$ cat src/rtl/adc_fsm_10b_pkg.sv
// adc_fsm_10b_pkg: shared types and constants for the 10-bit SAR controller
package adc_fsm_10b_pkg;
  localparam int WIDTH = 10;
  localparam logic [WIDTH-1:0] MID_CODE = 10'h200;
  localparam logic [WIDTH-1:0] MAX_CODE = 10'h3ff;
  localparam int STEPS_10 = 10;
  localparam int STEPS_12 = 12;
  typedef enum logic [1:0] {IDLE, CONV, CORR1, CORR2} state_t;
endpackage

$ cat src/rtl/adc_fsm_10b_if.sv
// adc_fsm_10b_if: control, comparator and result signals of the SAR controller
interface adc_fsm_10b_if;
  import adc_fsm_10b_pkg::*;
  logic st_conv, sel_12b, cal, comp_in, clkout, sample, adc_done;
  logic [WIDTH-1:0] result, dac_value;
  logic [4:0] dac_msb, dac_lsb;
  modport master (
    output st_conv, sel_12b, cal, comp_in,
    input  clkout, sample, adc_done, result, dac_value, dac_msb, dac_lsb
  );
  modport slave (
    input  st_conv, sel_12b, cal, comp_in,
    output clkout, sample, adc_done, result, dac_value, dac_msb, dac_lsb
  );
endinterface

$ cat src/rtl/adc_fsm_10b_ring_ctrl.sv
// sar_ring_ctrl: busy flag and self-timed comparator fire strobe
module sar_ring_ctrl (
  input  logic clkin,
  input  logic rst,
  input  logic st_conv,
  input  logic fin,
  output logic busy,
  output logic clkout
);
  always_ff @(posedge clkin) busy <= rst ? 1'b0 : ~(busy & fin);
  // while busy every falling done re-fires the comparator, closing the ring
  assign clkout = (st_conv & ~busy) | (busy & ~clkin);
endmodule

$ cat src/rtl/adc_fsm_10b.sv
// adc_fsm_10b: self-timed successive-approximation controller for the 10-bit ADC
module adc_fsm_10b
  import adc_fsm_10b_pkg::*;
(
  input logic clkin,
  input logic rst,
  adc_fsm_10b_if.slave bus
);
  state_t state;
  logic [3:0] k, n, ones, ones_n;
  logic [WIDTH-1:0] code, code_n, bump, c1, c2, fin_code;
  logic sel_q, cal_q, busy, fin;
  sar_ring_ctrl u_ring (
    .clkin(clkin), .rst(rst), .st_conv(bus.st_conv), .fin(fin), .busy(busy), .clkout(bus.clkout)
  );
  assign code_n = code | (WIDTH'(bus.comp_in) << k);
  assign bump = (code_n == MAX_CODE) ? MAX_CODE : code_n + WIDTH'(1);
  assign c1 = (bus.comp_in && code != MAX_CODE) ? code + WIDTH'(1) : code;
  assign c2 = (!bus.comp_in && code != '0) ? code - WIDTH'(1) : code;
  assign fin_code = (state == CORR2) ? c2 : code_n;
  assign ones_n = ones + 4'(bus.comp_in);
  // n counts decision edges; the last one of the selected mode ends the conversion
  assign fin = busy && n == (sel_q ? 4'(STEPS_12 - 1) : 4'(STEPS_10 - 1));
  assign bus.dac_msb = bus.dac_value[9:5];
  assign bus.dac_lsb = bus.dac_value[4:0];
  always_ff @(posedge clkin)
    if (rst) begin
      state <= IDLE;
      bus.result <= '0;
      bus.dac_value <= '0;
      bus.adc_done <= 1'b0;
      bus.sample <= 1'b1;
      k <= 4'd9;
      n <= '0;
      ones <= '0;
      code <= '0;
      sel_q <= 1'b0;
      cal_q <= 1'b0;
    end else if (state == IDLE) begin
      state <= CONV;
      bus.sample <= 1'b0;
      bus.adc_done <= 1'b0;
      bus.dac_value <= MID_CODE;
      k <= 4'd9;
      n <= '0;
      ones <= '0;
      code <= '0;
      sel_q <= bus.sel_12b;
      cal_q <= bus.cal;
    end else begin
      n <= n + 4'd1;
      ones <= ones_n;
      if (fin) begin
        state <= IDLE;
        bus.result <= cal_q ? WIDTH'(ones_n) : fin_code;
        bus.adc_done <= 1'b1;
        bus.sample <= 1'b1;
      end else begin
        state <= (state == CONV) ? ((k == 4'd0) ? CORR1 : CONV) : CORR2;
        code <= (state == CONV) ? code_n : c1;
        k <= (state == CONV && k != 4'd0) ? k - 4'd1 : k;
        bus.dac_value <= cal_q ? MID_CODE :
                         (state != CONV) ? c1 :
                         (k == 4'd0) ? bump : code_n | (WIDTH'(1) << (k - 4'd1));
      end
    end
endmodule

$ cat src/flat_wrapper.sv
// flat-port wrapper written by rule: the top's interface ports become plain ports
module adc_fsm_10b_flat import adc_fsm_10b_pkg::*;
  (clkin, rst, bus_st_conv, bus_sel_12b, bus_cal, bus_comp_in, bus_clkout, bus_sample, bus_adc_done, bus_result, bus_dac_value, bus_dac_msb, bus_dac_lsb);
  adc_fsm_10b_if bus_i ();
  input logic clkin;
  input logic rst;
  input wire logic [$bits(bus_i.st_conv)-1:0] bus_st_conv;
  input wire logic [$bits(bus_i.sel_12b)-1:0] bus_sel_12b;
  input wire logic [$bits(bus_i.cal)-1:0] bus_cal;
  input wire logic [$bits(bus_i.comp_in)-1:0] bus_comp_in;
  output wire logic [$bits(bus_i.clkout)-1:0] bus_clkout;
  output wire logic [$bits(bus_i.sample)-1:0] bus_sample;
  output wire logic [$bits(bus_i.adc_done)-1:0] bus_adc_done;
  output wire logic [$bits(bus_i.result)-1:0] bus_result;
  output wire logic [$bits(bus_i.dac_value)-1:0] bus_dac_value;
  output wire logic [$bits(bus_i.dac_msb)-1:0] bus_dac_msb;
  output wire logic [$bits(bus_i.dac_lsb)-1:0] bus_dac_lsb;
  assign bus_i.st_conv = bus_st_conv;
  assign bus_i.sel_12b = bus_sel_12b;
  assign bus_i.cal = bus_cal;
  assign bus_i.comp_in = bus_comp_in;
  assign bus_clkout = bus_i.clkout;
  assign bus_sample = bus_i.sample;
  assign bus_adc_done = bus_i.adc_done;
  assign bus_result = bus_i.result;
  assign bus_dac_value = bus_i.dac_value;
  assign bus_dac_msb = bus_i.dac_msb;
  assign bus_dac_lsb = bus_i.dac_lsb;
  adc_fsm_10b u_core (.clkin(clkin), .rst(rst), .bus(bus_i));
endmodule
$ cat config.mk
export PLATFORM = sky130hd
export DESIGN_NAME = adc_fsm_10b_flat
export DESIGN_NICKNAME = d
export VERILOG_FILES = /design/src/rtl/adc_fsm_10b_pkg.sv /design/src/rtl/adc_fsm_10b_if.sv /design/src/rtl/adc_fsm_10b_ring_ctrl.sv /design/src/rtl/adc_fsm_10b.sv /design/src/flat_wrapper.sv
export SDC_FILE = /design/constraint.sdc
export NUM_CORES = 1
export LEC_CHECK = 0
export ABC_CLOCK_PERIOD_IN_PS = 5250
export CAP_MARGIN = 30
export CORE_MARGIN = 3
export CORE_UTILIZATION = 50
export DETAILED_ROUTE_END_ITERATION = 7
export PLACE_DENSITY = 0.71
export REMOVE_ABC_BUFFERS = 1
export SKIP_LAST_GASP = 1
export SLEW_MARGIN = 20
export SYNTH_ARGS = -nofsm -noshare
export SYNTH_HDL_FRONTEND = slang
export SYNTH_SLANG_ARGS = --single-unit
$ cat constraint.sdc
create_clock -name clkin -period 5.25 [get_ports clkin]
set_input_delay 1.05 -clock clkin [delete_from_list [all_inputs] [get_ports clkin]]
set_output_delay 1.05 -clock clkin [all_outputs]
set_load 0.03 [all_outputs]
# After elaboration in Yosys (flattened, before gate mapping)
# Cells that the tools add are included.
[word_totals]
reg_bits = 49
latchBits = 0
mem_bits_rw = 0
mem_bits_ro = 0
in_bits = 6
out_inout_bits = 33
memories = 0
[op_classes]
add_sub_neg = 6
multipliers = 0
div = 0
magnitude_cmp = 0
n_eq_ne = 7
shifts = 2
muxes = 18
bitwise = 11
reduce_logical = 14
[op_table]
columns = ["cell", "n"]
rows = [
  ["$mux 10", 11],
  ["$add 10x1->10 const B", 2],
  ["$or 10x10->10", 2],
  ["$eq 10x10->1 const B", 1],
  ["$ne 10x10->1 const B", 1],
  ["$reduce_bool 10->1", 1],
  ["$shl 1x4->10", 1],
  ["$shl 1x4->10 const A", 1],
  ["$sub 10x1->10 const B", 1],
  ["$mux 2", 3],
  ["$not 1->1", 5],
  ["$add 4x1->4", 1],
  ["$add 4x1->4 const B", 1],
  ["$eq 4x4->1", 1],
  ["$logic_and 1x1->1", 4],
  ["$logic_not 4->1", 1],
  ["$mux 1", 4],
  ["$ne 2x1->1 const B", 2],
  ["$reduce_and 2->1", 2],
  ["$reduce_bool 4->1", 1],
  ["$sub 4x1->4 const B", 1],
  ["$and 1x1->1", 3],
  ["$reduce_or 3->1", 1],
  ["$eq 2x1->1 const B", 1],
  ["6 further kinds", 6],
]

# Logic depth before layout (Yosys ltp)
# Gate-level depths: netlist (run 1).
[logic_depth]
ltp_word = 9
mapped_depth = 10
depth_no_buf = 8

# Cells and area by module
# A second synthesis (run 1) with hierarchy kept.
[hier_totals]
hier_cells = 434
hier_area_um2 = 3473.3
[by_module_without_submodules]
columns = ["mod", "n_inst", "cells_per_inst", "area_per_inst_um2", "seq_area_each_um2"]
rows = [
  ["adc_fsm_10b", 1, 430, 3439.5, 960.9],
  ["sar_ring_ctrl", 1, 4, 33.8, 20.0],
]

==> results.ini, run 1 <==
[setup_path]
crit_chain=clkbuf_8, clkbuf_8, mux2i_1, clkdlybuf4s50_1
end_kind=output port
critPathMaxFanout=2
critPathLaunchType=clock port
crit_type=clk2out
cp_slowest_stage_delay_ps=700
path_common_cell=clkbuf_8
slowest_stage=clkdlybuf4s50_1
required_ps=4200
arrival_ps=3710

[power]
p_seq_share_pct=45.4
power_uw=906.8
switching_share_pct=33.21
switchingPower_uw=301.1
p_leak_uw=0.001428
power_frac_comb_pct=19.3
ir_drop_uv=161.0
intPower_uw=605.7
power_density_nw_per_um2=233.6
clkPwrFrac_pct=35.3

[floorplanning]
fp.dieW_um=89.56
ios=39
die_y_um=89.56
dieArea_sq_um=8020
row_count=29
start_util_pct=53.15
core-area_sq_um=6568

[drt]
drc=0
wl_per_cell_um=17.41
drtPass1Iterations=5
viasPerCell=6.074
drt_iter0_markers=340
num_vias=3347
ant_nets=0
wl_um=9595

[cells_and_area]
nets=474
utilization_pct=59.10
final_common_cell=nand2_1
syn2layout_area_growth_pct=11.18
layout_common_cells=56 x nand2_1, 49 x dfxtp_1, 48 x nor2_1, 38 x clkdlybuf4s50_1, 30 x a21oi_1
drive_above_1_share_pct=8.734
diodes=0
layoutNonFillerInstCount=551

[synthesis]
synth_seq_area_share_pct=28.10
synth_top_area_cell=dfxtp_1
synth_top_area_share_pct=28.10
synth_area_per_cell_sq_um=7.740
synth_seq_cells=49
syn_inst=451
synth_cell_types=79
synth_area_leaders=dfxtp_1 28%, nand2_1 6.0%, nor2_1 5.2%
yosys_most_used_dff=dfxtp_1
synth_warnings=0
synthArstFlopShare_pct=0
netlist_area_sq_um=3491
synth_edf_count=0

[place]
io_buffer_count=38
place.gp.congestion=0.9353
place_ws_ps=797.4
place_inst=540
hpwl_um=6749

[timing]
setup_viol=0
tns_ps=0
grt_setup_unrepaired=no
max_slew_margin_pct=42.21
finClkSkew_ps=11.65
worstMarginPinSlew_ps=866.9
fin_ws_ps=485.9
finalHoldViolations=0
finalMaxSlewViolations=0

[outcome]
status=finished clean

[min_path]
min_path_type=reg2reg

[cts]
cts_tree=done
post-cts-setup-buffers=0
ctsResizeCount=0
clk_latency_ps=420
hold_buffers=0
path_clk_slew_ps=100

[global_route]
grt-ovfl-total=0
grt.total_usage_pct=25.32
grt_start_max_net_pins=28
antenna_found_initial=0
grt_pass1_wl_um=15780
grt_pass1_vias=3116

[flow_run]
drv_cap=0

area by class of cell:
class / instances / area, sq um
repair buffers: 38 / 377.9
well taps: 93 / 116.4
clock inverters: 3 / 21.27
fillers: 630 / 2686
clock buffers: 9 / 120.1
multi-input cells: 348 / 2223
flip-flops and latches: 49 / 980.9
inverters: 11 / 41.29
power by group through the flow:
| stage | clock network (uW) | registers [uW] | logic [uW] |
|---|---|---|---|
| CTS | 324 | 411 | 173 |
| detailed placement | 20.0 | 419 | 172 |
| global placement | 20.0 | 419 | 171 |
| global route | 342 | 414 | 191 |
| floorplan | 12.0 | 431 | 99.4 |
| finish | 320 | 412 | 175 |
worst max-delay path: cells and delay by family:
| kind | cells | cell delay (ps) |
|---|---|---|
| buf+inv | 3 | 930 |
| mux | 1 | 160 |
registers in the layout, indices dropped and copies added, names as in the netlist:
| register | cells |
|---|---|
| u_core.bus.sample | 1 |
| u_core.cal_q | 1 |
| u_core.ones | 4 |
| u_core.bus.dac_value | 10 |
| u_core.bus.adc_done | 1 |
| u_core.u_ring.busy | 1 |
| u_core.k | 4 |
| u_core.n | 4 |
| u_core.state | 2 |
| u_core.code | 10 |
| u_core.sel_q | 1 |
| u_core.bus.result | 10 |
cells in the mapped netlist (3+ instances only):
| master | n |
|---|---|
| nand2_1 | 56 |
| dfxtp_1 | 49 |
| nor2_1 | 48 |
| a21oi_1 | 30 |
| o21ai_0 | 25 |
| clkbuf_1 | 14 |
| buf_2 | 13 |
| xnor2_1 | 13 |
| ha_1 | 11 |
| inv_1 | 11 |
| nand3_1 | 11 |
| nor3_1 | 11 |
| buf_4 | 10 |
| a211oi_1 | 8 |
| nand2b_1 | 7 |
| xor2_1 | 7 |
| a32o_1 | 6 |
| and2_1 | 6 |
| and3_1 | 6 |
| nand4_1 | 5 |
| nor2b_1 | 5 |
| a21oi_2 | 4 |
| a22oi_1 | 4 |
| a31oi_1 | 4 |
| buf_6 | 4 |
| o21ai_1 | 4 |
| a21o_1 | 3 |
| a31o_2 | 3 |
| nand3b_1 | 3 |
| o211ai_1 | 3 |
| o22ai_1 | 3 |
routing by layer:
| metal | up-vias | track usage, % | share of wire [%] |
|---|---|---|---|
| met5 | - | 0 | 0 |
| met4 | 0 | 10.28 | 2.4 |
| met3 | 27 | 5.161 | 7.2 |
| met2 | 158 | 37.43 | 44 |
| met1 | 1541 | 35.66 | 46 |
| li1 | 1621 | - | - |
cell families after synthesis:
family,share of synthesized area [%]
AOI/OAI and AO/OA,26.67
and+or+nand+nor,26.81
buffers and inverters,8.208
DFF,28.10
muxes,1.254
xor gates and xnor gates,5.018
adders and majority gates,3.943
worst paths after layout:
check	from	to	slack [ps]	cells past startpoint
setup reg to reg	u_core.k[0]	u_core.bus.dac_value[4]	2430	8
hold reg to reg	u_core.bus.result[9]	u_core.bus.result[9]	450	2
setup / recovery	clkin	bus_clkout	490	4
hold / removal	u_core.bus.result[9]	u_core.bus.result[9]	450	2
per-stage QoR:
step / area, sq um / hold slack, ps
detailed placement: 3750 / 441.6
global placement: 3750 / 437.4
floorplan: 3246 / 437.7
global route: 3881 / 495.5
finish: 3881 / 450.8
CTS: 3881 / 455.1
Note: power is estimated with default switching activity, not from simulation.
==> run 2, diff against run 1 <==
--- a/config.mk
+++ b/config.mk
@@ -9,6 +9,7 @@
 export CAP_MARGIN = 30
 export CORE_MARGIN = 3
 export CORE_UTILIZATION = 50
+export CTS_CLUSTER_SIZE = 16
 export DETAILED_ROUTE_END_ITERATION = 7
 export PLACE_DENSITY = 0.71
 export REMOVE_ABC_BUFFERS = 1
==> results of run 2 <==
Final layout, timing and power as in run 1 (identical DEF).
==> run 3, diff against run 2 <==
--- a/config.mk
+++ b/config.mk
@@ -5,13 +5,14 @@
 export SDC_FILE = /design/constraint.sdc
 export NUM_CORES = 1
 export LEC_CHECK = 0
-export ABC_CLOCK_PERIOD_IN_PS = 5250
+export ABC_CLOCK_PERIOD_IN_PS = 4200
 export CAP_MARGIN = 30
 export CORE_MARGIN = 3
 export CORE_UTILIZATION = 50
-export CTS_CLUSTER_SIZE = 16
+export CTS_CLUSTER_SIZE = 12
 export DETAILED_ROUTE_END_ITERATION = 7
-export PLACE_DENSITY = 0.71
+export DONT_BUFFER_PORTS = 1
+export PLACE_DENSITY = 0.67
 export REMOVE_ABC_BUFFERS = 1
 export SKIP_LAST_GASP = 1
 export SLEW_MARGIN = 20
==> constraint.sdc (replaced) <==
create_clock -name clkin -period 4.2 [get_ports clkin]
set_input_delay 0.84 -clock clkin [delete_from_list [all_inputs] [get_ports clkin]]
set_output_delay 0.84 -clock clkin [all_outputs]
set_load 0.03 [all_outputs]
==> run 3 against run 2 <==
  * Critical path type unchanged
  * Combinational power shrank 6%
  * Global-route usage shrank 0.75 points
  * Highest routed layer unchanged
  * Largest power group unchanged
  * Clock skew shrank 2.8 ps
  * Wire length shrank 2.1%
==> results.ini, run 3 (synthesized netlist as in run 1, its figures left out) <==
[floorplanning]
dieArea_sq_um=8020  ; unchanged
row_count=29  ; unchanged
ios=39  ; unchanged
die_y_um=89.56  ; unchanged
fp.dieW_um=89.56  ; unchanged
start_util_pct=53.15  ; unchanged
core-area_sq_um=6568  ; unchanged

[setup_path]
slowest_stage=mux2i_1
crit_chain=clkbuf_8, clkbuf_8, mux2i_1
path_common_cell=clkbuf_8
required_ps=3360  ; -840 ps
r2r_setup_slack_ps=1360  ; -1070 ps
r2r-start=u_core.k[0]
reg2reg_to=u_core.bus.dac_value[4]
reg2reg_depth=8  ; unchanged
crit_type=clk2out
critPathMaxFanout=2  ; unchanged
end_kind=output port
critPathLaunchType=clock port
arrival_ps=2870  ; -840 ps
cp_slowest_stage_delay_ps=540  ; -160 ps

[drt]
ant_nets=0  ; unchanged
wl_um=9396  ; -2.1%
drc=0  ; unchanged
wl_per_cell_um=18.28  ; +5.0%
num_vias=3205  ; -4.2%
drt_iter0_markers=389  ; +14%
viasPerCell=6.235  ; +2.7%
drtPass1Iterations=5  ; unchanged

[cells_and_area]
diodes=0  ; unchanged
nets=437  ; -7.8%
drive_above_1_share_pct=9.739  ; +1.0 points
reg_top3=u_core.bus.dac_value x10, u_core.bus.result x10, u_core.code x10
layout_common_cells=56 x nand2_1, 49 x dfxtp_1, 48 x nor2_1, 30 x a21oi_1, 25 x o21ai_0
final_common_cell=nand2_1
syn2layout_area_growth_pct=1.756

[power]
p_leak_uw=0.001321  ; -7.5%
clkPwrFrac_pct=41.3  ; +6.0 points
switchingPower_uw=354.8  ; +18%
power_density_nw_per_um2=337.3  ; +44%
power_frac_comb_pct=13.6  ; -5.7 points
switching_share_pct=29.61  ; -3.6 points
p_seq_share_pct=45.0  ; -0.4 points
intPower_uw=843.3  ; +39%
ir_drop_uv=191.8  ; +19%

[min_path]
hp-start=rst
min_to=u_core.cal_q
hold_path_depth=1  ; -1
min_path_type=in2reg

[timing]
fin_ws_ps=494.3  ; +8.428 ps
grt_setup_unrepaired=no
hold_ws_ps=484.9  ; +34.04 ps
finalMaxSlewViolations=0  ; unchanged
finalHoldViolations=0  ; unchanged
setup_viol=0  ; unchanged
worstMarginPinSlew_ps=850.6  ; -16.35 ps
finClkSkew_ps=8.837  ; -2.814 ps
max_slew_margin_pct=43.30  ; +1.1 points
tns_ps=0  ; unchanged

[cts]
path_clk_slew_ps=90  ; about the same
ctsResizeCount=0  ; unchanged
hold_buffers=0  ; unchanged
post-cts-setup-buffers=0  ; unchanged
cts_tree=done
clk_latency_ps=420  ; about the same

[global_route]
grt-ovfl-total=0  ; unchanged
grt.total_usage_pct=24.56  ; -0.75 points
antenna_found_initial=0  ; unchanged
grt_pass1_vias=2932  ; -5.9%
grt_pass1_wl_um=15190  ; -3.8%
grt_start_max_net_pins=28  ; unchanged

[place]
place.gp.congestion=0.9430  ; +0.82%
place_ws_ps=746.0  ; -51.38 ps
hpwl_um=6608  ; -2.1%
io_buffer_count=0  ; -100%

[outcome]
status=finished clean

[flow_run]
drv_cap=0  ; unchanged

-- run 3: changes by cell type in the layout (fill, tap and decap cells not counted), sizes merged --
cell / delta
bufinv: +2
buf: +1
clkdlybuf4s50: -38
inv: -1
clkinvlp: -1
-- run 3: worst max-delay path: cells and delay by family --
kind     cells  cell delay, ps
buf+inv      2             230
mux          1             540
-- run 3: worst max path at each step --
stage          startpoint  slack [ps]  cells after the start    endpoint
3_5_place_dp        clkin         750                      1  bus_clkout
5_1_grt             clkin         470                      3  bus_clkout
6_report            clkin         490                      3  bus_clkout
2_1_floorplan       clkin         750                      1  bus_clkout
4_1_cts             clkin         480                      3  bus_clkout
3_3_place_gp        clkin         750                      1  bus_clkout
-- run 3: final cells by class --
class	instances	area, sq um
Clock inverter	3	65.06
Timing Repair Buffer	2	15.01
Tap cell	93	116.4
Fill cell	619	3015
Clock buffer	8	110.1
Multi-Input combinational cell	348	2223
Sequential cell	49	980.9
Inverter	11	41.29
-- run 3: metal layers --
layer	global-route usage, %	share of wire [%]	up-vias
li1	-	-	1557
met1	35.07	46	1478
met2	37.50	45	154
met3	5.161	7.8	16
met4	6.225	1.4	0
met5	0	0	-
-- run 3: power groups by stage --
stage	registers [uW]	clock network, uW	logic, uW
2_1_floorplan	539	15.0	124
3_3_place_gp	549	15.0	159
3_5_place_dp	549	15.0	160
4_1_cts	539	503	161
5_1_grt	543	523	180
6_report	540	495	164
-- run 3: per-stage QoR --
stage / power, uW / instances / cell area (sq um) / utilization, %
CTS: 1203 / 514 / 3552 / 54.09
finish: 1198 / 514 / 3552 / 54.09
floorplan: 677.9 / 408 / 3246 / -
detailed placement: 723.9 / 503 / 3377 / 51.42
global route: 1246 / 514 / 3552 / 54.09
global placement: 722.3 / 503 / 3377 / 51.42
